`config.mk`:
```
export PLATFORM = sky130hd
export DESIGN_NAME = forwarding_scoreboard
export DESIGN_NICKNAME = d
export VERILOG_FILES = /design/src/rtl/forwarding_scoreboard.sv
export SDC_FILE = /design/constraint.sdc
export NUM_CORES = 1
export LEC_CHECK = 0
export CAP_MARGIN = 10
export CORE_ASPECT_RATIO = 1.4
export CORE_UTILIZATION = 34
export CTS_BUF_LIST = sky130_fd_sc_hd__clkbuf_4 sky130_fd_sc_hd__clkbuf_8
export CTS_CLUSTER_SIZE = 28
export DETAILED_ROUTE_END_ITERATION = 7
export GPL_ROUTABILITY_DRIVEN = 1
export PLACE_DENSITY = 0.8
export SLEW_MARGIN = 20
export SYNTH_ARGS = -nofsm -noshare
export SYNTH_HDL_FRONTEND = slang
export SYNTH_SLANG_ARGS = --single-unit
```
`constraint.sdc`:
```
create_clock -name i_clk -period 2.3 [get_ports i_clk]
set_input_delay 0.23 -clock i_clk [delete_from_list [all_inputs] [get_ports i_clk]]
set_output_delay 0.23 -clock i_clk [all_outputs]
set_load 0.01 [all_outputs]
```
`src/rtl/forwarding_scoreboard.sv`:
```
// rtl/forwarding_scoreboard.sv - multi-port operand forwarding scoreboard with flush, stall watchdog and issue gating
// Optional statistics counters are built when FORWARDING_SCOREBOARD_STATS_EN is defined.
module forwarding_scoreboard #(
  parameter int READ_PORTS  = 2,
  parameter int STAGES      = 3,
  parameter int XLEN        = 32,
  parameter int REG_ADDR_W  = 5,
  parameter int STALL_LIMIT = 15
) (
  input  logic                           i_clk,
  input  logic                           i_rst,
  input  logic                           i_advance,
  input  logic                           i_flush,
  input  logic                           i_issue_valid,
  input  logic                           i_issue_we,
  input  logic [REG_ADDR_W-1:0]          i_issue_rd,
  output logic                           o_issue_ready,
  input  logic [READ_PORTS*REG_ADDR_W-1:0] i_rd_addr,
  input  logic [READ_PORTS-1:0]          i_rd_used,
  input  logic [READ_PORTS*XLEN-1:0]     i_rf_data,
  input  logic [STAGES*XLEN-1:0]         i_stage_data,
  input  logic [STAGES-1:0]              i_stage_data_valid,
  output logic [READ_PORTS*XLEN-1:0]     o_fwd_data,
  output logic [READ_PORTS-1:0]          o_fwd_hit,
  output logic [READ_PORTS-1:0]          o_stall,
  output logic                           o_watchdog
`ifdef FORWARDING_SCOREBOARD_STATS_EN
  ,
  output logic [31:0]                    o_fwd_count,
  output logic [31:0]                    o_stall_cycles
`endif
);

  localparam int CNT_W = $clog2(STALL_LIMIT + 1);
  localparam logic [CNT_W-1:0] LIMIT = CNT_W'(STALL_LIMIT);

  logic [STAGES-1:0]     r_valid;
  logic [REG_ADDR_W-1:0] r_addr [STAGES];
  logic [CNT_W-1:0]      r_stall_cnt;
  logic [CNT_W-1:0]      w_cnt_next;
  logic                  r_watchdog;
  logic                  w_match;
  logic                  w_win_rdy;
  logic [XLEN-1:0]       w_win_data;
  logic [REG_ADDR_W-1:0] w_port_addr;

  // x0 is never recorded, so reads of x0 can never see a hazard.
  always_ff @(posedge i_clk or posedge i_rst) begin
    if (i_rst) begin
      r_valid <= '0;
      for (int i = 0; i < STAGES; i++) r_addr[i] <= '0;
    end else if (i_advance) begin
      r_valid[0] <= i_issue_valid & i_issue_we & o_issue_ready & ~i_flush & (i_issue_rd != '0);
      r_addr[0]  <= i_issue_rd;
      for (int i = 1; i < STAGES; i++) begin
        r_valid[i] <= r_valid[i-1];
        r_addr[i]  <= r_addr[i-1];
      end
    end else if (i_flush) begin
      r_valid[0] <= 1'b0;
    end
  end

  // Scan oldest to youngest so the youngest match overrides; no fallback to older slots.
  always_comb begin
    o_fwd_data  = '0;
    o_fwd_hit   = '0;
    o_stall     = '0;
    w_match     = 1'b0;
    w_win_rdy   = 1'b0;
    w_win_data  = '0;
    w_port_addr = '0;
    for (int p = 0; p < READ_PORTS; p++) begin
      w_match     = 1'b0;
      w_win_rdy   = 1'b0;
      w_win_data  = '0;
      w_port_addr = i_rd_addr[p*REG_ADDR_W +: REG_ADDR_W];
      for (int i = STAGES - 1; i >= 0; i--) begin
        if (r_valid[i] && (r_addr[i] == w_port_addr) && (w_port_addr != '0)) begin
          w_match    = 1'b1;
          w_win_rdy  = i_stage_data_valid[i];
          w_win_data = i_stage_data[i*XLEN +: XLEN];
        end
      end
      if (w_match && w_win_rdy) begin
        o_fwd_data[p*XLEN +: XLEN] = w_win_data;
        o_fwd_hit[p]               = 1'b1;
      end else begin
        o_fwd_data[p*XLEN +: XLEN] = i_rf_data[p*XLEN +: XLEN];
        o_stall[p]                 = w_match & i_rd_used[p];
      end
    end
  end

  assign o_issue_ready = ~(|o_stall);

  always_comb begin
    w_cnt_next = r_stall_cnt;
    if (i_flush || o_issue_ready) begin
      w_cnt_next = '0;
    end else if (i_issue_valid && (r_stall_cnt != LIMIT)) begin
      w_cnt_next = r_stall_cnt + CNT_W'(1);
    end
  end

  always_ff @(posedge i_clk or posedge i_rst) begin
    if (i_rst) begin
      r_stall_cnt <= '0;
      r_watchdog  <= 1'b0;
    end else begin
      r_stall_cnt <= w_cnt_next;
      r_watchdog  <= r_watchdog | (w_cnt_next == LIMIT);
    end
  end

  assign o_watchdog = r_watchdog;

`ifdef FORWARDING_SCOREBOARD_STATS_EN
  always_ff @(posedge i_clk or posedge i_rst) begin
    if (i_rst) begin
      o_fwd_count    <= '0;
      o_stall_cycles <= '0;
    end else begin
      if (i_issue_valid && |(o_fwd_hit & i_rd_used)) o_fwd_count <= o_fwd_count + 32'd1;
      if (i_issue_valid && !o_issue_ready) o_stall_cycles <= o_stall_cycles + 32'd1;
    end
  end
`endif

endmodule

```
Word-level counts from Yosys, hierarchy flattened

Index checks and enable logic that the tools add are counted.

Add/subtract/negate cells: 1
Eq/ne operators: 8
Mux-type cells: 28
Bitwise operators: 9
Reductions and logical operators: 21

Operator list:

| kind                                         | number |
|---|---|
| two-way mux 32 bit                           | 8 |
| == test 5 bit                                | 6 |
| two-way mux 1 bit                            | 18 |
| logical AND 1 bit                            | 15 |
| nonzero test 5 bit                           | 3 |
| two-way mux 4 bit                            | 2 |
| bitwise AND 1 bit                            | 6 |
| adder 4 x 1 -> 4 bit (second input constant) | 1 |
| == test 4 bit (second input constant)        | 1 |
| != test 4 bit (second input constant)        | 1 |
| NOT 1 bit                                    | 2 |
| nonzero test 2 bit                           | 1 |
| OR reduction 2 bit                           | 1 |
| logical OR 1 bit                             | 1 |
| OR 1 bit                                     | 1 |

Flip-flop bits (word level): 23
Output and inout port bits: 70
Logic and storage cells: 74

Logic depth before layout (Yosys ltp)

Depth after elaboration: 14
Gate-level depth with buffers: 10
Gate-level depth less buffers: 7

Worst setup path after synthesis

No wires, ideal clock.

Kind: in2out
Start point: input i_rd_addr[2]
End point: output o_fwd_data[10]
Arrival time: 2,055 ps
Required time: 2,070 ps
Slack: 15 ps
Cell stages on the path: 9
Path through: clkbuf_1 -> xnor2_1 -> o211ai_2 -> or2_2 -> buf_6 -> and3_1 -> o22ai_4 -> buf_6 -> mux2_4

Cells in the longest elaborated chain, start to end: 8
Elaborated cells between the ends (all ways): 21
Classes of those cells: 3 x eq/ne; 10 x mux; 8 x reduce/logical

RTL lines:

| what                            | line | RTL |
|---|---|---|
| start, declared                 | 18   | `input logic [READ_PORTS*REG_ADDR_W-1:0] i_rd_addr,` |
| == test 5 bit                   | 79   | `if (r_valid[i] && (r_addr[i] == w_port_addr) && (w_port_addr != '0)) begin` |
| logical AND 1 bit (2 in series) | 79   |  |
| two-way mux 1 bit (3 in series) | 79   |  |
| logical AND 1 bit               | 85   | `if (w_match && w_win_rdy) begin` |
| two-way mux 32 bit (*)          | 85   |  |
| end, declared                   | 23   | `output logic [READ_PORTS*XLEN-1:0] o_fwd_data,` |

Every way passes the cells marked *; elsewhere a longest branch is shown, timed or not.

Worst setup path in the final report

Start point: register r_addr[14] in the netlist's numbering
End point: output o_fwd_data[59]

Cells in the longest elaborated chain, start to end: 6
Elaborated cells between the ends (all ways): 8
Classes of those cells: 1 x eq/ne; 4 x mux; 3 x reduce/logical

RTL lines:

| what                                | line | RTL |
|---|---|---|
| start, declared                     | 38   | `logic [REG_ADDR_W-1:0] r_addr [STAGES];` |
| start signal, assigned by index     | 57   | `r_addr[i] <= r_addr[i-1];` |
| == test 5 bit (*)                   | 79   |  |
| logical AND 1 bit (*) (2 in series) | 79   |  |
| two-way mux 1 bit                   | 79   |  |
| logical AND 1 bit                   | 85   |  |
| two-way mux 32 bit (*)              | 85   |  |

Marks and branches as above.

==> impl_metrics.json <==
{
  "clock_skew_ns": 0.00891,
  "insertion_delay_ns": 0.27,
  "finalNonFillerCells": 1004,
  "synthTopCellsByCount": "69 x o21ai_0, 41 x inv_1, 41 x nand2_1",
  "fmax_mhz": 350,
  "p_clk_frac": 0.140,
  "synth-simple-area-share": 0.225,
  "drt-pass1-iter-count": 5,
  "netlist_area_sq_um": 3890,
  "setup_ws_ns": -0.559,
  "synth_top_area_frac": 0.148,
  "max_stage_delay_ns": 0.40,
  "synthCells": 554,
  "vdd_ir_drop_max_mv": 0.436,
  "syn_avg_cell_area_sq_um": 7.02,
  "synth_nets": 741,
  "finalSetupViolations": 75,
  "synthAdderAreaFrac": 0.00322,
  "dp_slack_ns": -1.05,
  "drt-wirelength-per-cell_microns": 20.6,
  "start_util": 0.354,
  "final_max_slew_viol_count": 0,
  "pin_count": 256,
  "dp_hpwl_mm": 13.8,
  "cts_hold_buf": 0,
  "drive_above_1_share": 0.363,
  "dieHeight_microns": 129,
  "drtAntennaViolNets": 0,
  "arrival_ns": 2.63,
  "grt_first_pass_wirelength_mm": 29.3,
  "synth_top_family_by_area": "compound AO/OA/AOI/OAI gates",
  "yosys.area.top_type": "dfrtp_1",
  "crit_path_top_delay_cell": "dfrtp_1",
  "die_width_microns": 92.4,
  "cts_htree_levels": 1,
  "placed_cell_area_sq_um": 7020,
  "antenna_found_initial": 0,
  "start_kind": "register",
  "finalPower_mw": 1.83,
  "hold_path_class": "in2async",
  "path_clk_slew_ns": 0.09,
  "cp.required_ns": 2.07,
  "clockBufferDepth": 2,
  "worstPathMaxFanout": 7,
  "diodes": 0,
  "synthTopCellsByArea": "dfrtp_1 15%, mux2_4 11%, o21ai_0 8.9%",
  "maxCapViolCount": 0,
  "track_usage": 0.314,
  "combPwrFrac": 0.591,
  "endpoint_kind": "output pin",
  "p_leak_nw": 3.56,
  "p_per_area_nw_per_um2": 230,
  "synth_warnings": 0,
  "status": "finished, violations left",
  "relSlewSlack": 0.785,
  "avgViaCountPerCell": 5.79,
  "synth-edff-count": 0,
  "grt_max_degree": 37,
  "worstMarginPinSlew_ns": 0.323,
  "clock-root-buffer": "clkbuf_8",
  "dp.cells": 964,
  "grt_pass1_vias": 5740,
  "yosysMostFrequentCell": "o21ai_0",
  "path_class": "reg2out",
  "synthMuxAreaShare": 0.170,
  "hold_violations": 0,
  "first_iter_violations": 400,
  "p_int_mw": 1.25,
  "row_count": 45,
  "holdWs_ns": 0.291,
  "core_sq_um": 11000,
  "synth_compound_area_frac": 0.274,
  "power_switching_mw": 0.578,
  "grt_overflow": 0,
  "ys_ff_latch": 23,
  "synth_ff_type": "dfrtp_1",
  "rsz0062_at_grt": "true",
  "layout.nets": 1051,
  "synth_xor_xnor_area_share": 0.0743,
  "dieArea_sq_um": 11900,
  "p_seq_frac": 0.269,
  "cts_tree": "built",
  "min_period_ns": 2.86,
  "port-buffer-count": 255,
  "async_reset_ff_frac": 1.00,
  "violations": "setup timing",
  "area_delta_synth_final_pct": 104,
  "fin_crit_sh": 1.24,
  "drt_wl_total_mm": 20.7,
  "cts_sinks": 23,
  "ys_seq_area_frac": 0.148,
  "path_cells": "buf_4 > xnor2_1 > nand4_1 > nor3_2 > a311oi_4 > buf_6 > or2_4 > bufbuf_16 > o21ai_1 > buf_2",
  "cts_inserted_buffers": 3,
  "final_cell_area_sq_um": 7930,
  "ff2ff_setup_slack_ns": -0.24,
  "ys_types": 46,
  "gp_congestion": 0.965,
  "dr_total_vias": 5817,
  "drc": 0,
  "swShare": 0.316
}
-- worst paths after layout --
check	end	depth (start not counted)	start
max in group asynchronous	r_addr[12]	3	i_rst
max reg2reg	r_stall_cnt[1]	11	r_addr[9]
min	r_stall_cnt[1]	3	i_rst
min in group i_clk	o_watchdog	2	o_watchdog
max	o_fwd_data[59]	10	r_addr[14]
min reg2reg	o_watchdog	2	o_watchdog
-- cells by family (layout without fill, tap and decap cells) --
group / Yosys count / after routing
adder cells (fa/ha/maj): 1 / 1
AO/OA/AOI/OAI: 180 / 180
multiplexers: 49 / 49
buffers and inverters: 93 / 402
flip-flops: 23 / 23
XOR/XNOR: 33 / 33
AND/OR/NAND/NOR: 175 / 175
-- what timing repair did --
action / CTS / global route
setup endpoints to repair: 75 / 75
pin swaps: 42 / 23
setup buffers: 20 / 14
gates resized for setup: 415 / 82
cloned: 9 / 2
-- registers in the layout, summed over array words and instances, names as in the netlist --
signal       flops
r_stall_cnt      4
r_addr          15
r_valid          3
o_watchdog       1
-- metal layers --
metal | share of wire | vias up | global-route usage | wire length (microns)
met2 | 0.52 | 363 | 0.590 | 10800
met5 | 0 | - | 0 | 0
met3 | 0.073 | 104 | 0.0455 | 1520
met4 | 0.059 | 0 | 0.180 | 1220
met1 | 0.35 | 2727 | 0.329 | 7150
li1 | - | 2623 | - | -
-- final cells by class --
cell class | count | area (sq um)
multi-input cells | 438 | 3300
fillers | 771 | 3050
clock inverters | 1 | 5.00
well taps | 141 | 176
flip-flops and latches | 23 | 579
repair buffers | 356 | 3670
inverters | 42 | 160
clock buffers | 3 | 41.3
-- worst max-delay path: cells and delay by family (launching register included) --
family | cells | cell delay [ns]
xor+xnor | 1 | 0.18
simple gates | 3 | 0.86
compound gates | 2 | 0.19
buf+inv | 4 | 0.74
flops | 1 | 0.40
-- placed cells by master (no fill, tap or decap), types with 9 or more instances in the layout --
cell             netlist  routed
a31oi_1               33      31
and3_1                35      34
buf_12                 0      21
buf_2                 14      30
buf_4                  3      50
buf_6                  4      59
clkdlybuf4s50_1        0     176
dfrtp_1               23      20
dlygate4sd2_1          0       9
inv_1                 41      39
mux2_2                20      17
mux2_4                29      32
nand2_1               41      41
nand3_1               34      34
nor2_1                37      30
o21ai_0               69      38
o21ai_1               31      21
o21ai_2                1      35
o22ai_1               32      29
xnor2_1               30      23
-- stage by stage --
| stage | utilization | setup TNS, ns |
|---|---|---|
| final | 0.722 | -33.45 |
| after global routing | 0.722 | -38.70 |
| after CTS | 0.699 | -28.21 |
| after detailed placement | 0.639 | -70.22 |
| after global placement | 0.639 | -66.17 |
| after floorplan | - | 0 |
-- power by group through the flow --
stage                     sequential, mW  combinational [mW]  clock, mW
after floorplan                    0.495               0.317          0
after global placement             0.492               0.939          0
after detailed placement           0.494               0.957          0
after CTS                          0.487                1.01      0.259
after global routing               0.494                1.14      0.274
final                              0.491                1.08      0.255
Note: power is estimated with default switching activity, not from simulation.
==> edit, RTL diff (same flow settings) <==
Change the parameter `XLEN` from 32 to 28.
--- a/src/rtl/forwarding_scoreboard.sv
+++ b/src/rtl/forwarding_scoreboard.sv
@@ -4,5 +4,5 @@
   parameter int READ_PORTS  = 2,
   parameter int STAGES      = 3,
-  parameter int XLEN        = 32,
+  parameter int XLEN        = 28,
   parameter int REG_ADDR_W  = 5,
   parameter int STALL_LIMIT = 15
Interface: changed (resized i_rf_data, i_stage_data and o_fwd_data); port bits go from 256 to 228. The function was not compared with the original's and may differ.
==> edit against the original RTL <==
- the flow still finishes with violations (negative setup slack)
- non-clock buffer count down 48
- power decreased by 4.1%
- first-iteration DRC count decreased by 34%
- sequential cell count unchanged
- synthesized cell count is 29% lower
- synthesized area down 19%
- count of clock-buffer cells in the layout did not move
- design area decreased by 14%
- sequential power rose by 4%
- global-route usage down 1.9 points
- critical path depth decreased by 1
- setup slack got worse by 210 ps
- wire length fell by 24%
==> edit: results (changes against the original RTL) <==
stage	metric	value	unit	change
drt	route.met3.wl	1020	um	was 1520 um
grt	grt_met2_use	0.588		was 0.590
power_and_ir_drop	irDropWorstVdd	0.000444	V	was 0.000436 V
grt	global_route.usage.met3	0.0377		was 0.0455
layout	filler_cell_count	590		was 771
place	globalplace.congestion	0.981		was 0.965
layout	seqCellArea	577	sq um	was 579 sq um
grt	grt_max_degree	41		was 37
synthesis	syn-mean-instance-area	7.92	sq um	was 7.02 sq um
layout	n_multi_input_combinational_cell	340		was 438
layout	clock_tree_area_fraction	0.00678		was 0.00584
timing	post-route-worst-setup-slack	-765	ps	was -559 ps
layout	multi_input_area_share	0.418		was 0.416
drt	detail_route.wirelength.met1	5510	um	was 7150 um
layout	inv_count	3		was 42
layout	area_of_combinational_cells_with_multiple_inputs	2850	sq um	was 3300 sq um
timing	finalSetupViolCount	67		was 75
layout	drive_gt1_frac	0.375		was 0.363
timing	final.setup_skew	1.45	ps	was 8.91 ps
power_and_ir_drop	pwr-share-comb	0.564		was 0.591
power_and_ir_drop	p_int	1.21	mW	was 1.25 mW
run_status	failed_checks	negative setup slack		unchanged
layout	buffers	308		was 356
run_status	outcome	complete, but fails checks		unchanged
power_and_ir_drop	power_leakage	2.74	nW	was 3.56 nW
grt	overall_global_routing_usage	0.295		was 0.314
drt	wl_per_cell	19.9	um	was 20.6 um
synthesis	synth_cells	396		was 554
-- edit: cell types whose count changed after synthesis, moves of 7 or more --
cell / unedited run / this run
sky130_fd_sc_hd__a22oi_1: 0 / 56
sky130_fd_sc_hd__clkbuf_1: 30 / 19
sky130_fd_sc_hd__nand2_1: 41 / 65
sky130_fd_sc_hd__mux2_2: 20 / 68
sky130_fd_sc_hd__and3_1: 35 / 0
sky130_fd_sc_hd__inv_1: 41 / 3
sky130_fd_sc_hd__o21ai_1: 31 / 0
sky130_fd_sc_hd__a31oi_1: 33 / 0
sky130_fd_sc_hd__o22ai_1: 32 / 1
sky130_fd_sc_hd__o21ai_0: 69 / 59
sky130_fd_sc_hd__nand3_1: 34 / 7
sky130_fd_sc_hd__nor2_1: 37 / 8
sky130_fd_sc_hd__mux2_4: 29 / 0
sky130_fd_sc_hd__buf_2: 14 / 7
-- edit: repair_timing --
action,4_1_cts,5_1_grt
gates resized for setup,365,46
endpoints found under the setup margin,67,67
cloned,5,1
buffers inserted,26,9
pin swaps,10,16
endpoints found under the hold margin,0,0
-- edit: cells by family after synthesis --
| family | share of synthesized area |
|---|---|
| XOR/XNOR | 0.0837 |
| multiplexers | 0.262 |
| flip-flops | 0.183 |
| buffers and inverters | 0.0459 |
| AO/OA/AOI/OAI | 0.262 |
| AND/OR/NAND/NOR | 0.159 |
| adder cells (fa/ha/maj) | 0.00399 |
-- edit: worst max-delay path: cells and delay by family, from the launching register on --
kind | cells | cell delay [ps]
and+or+nand+nor | 3 | 1030
buffers and inverters | 3 | 430
AOI/OAI and AO/OA | 2 | 410
DFF | 1 | 390
muxes | 1 | 300
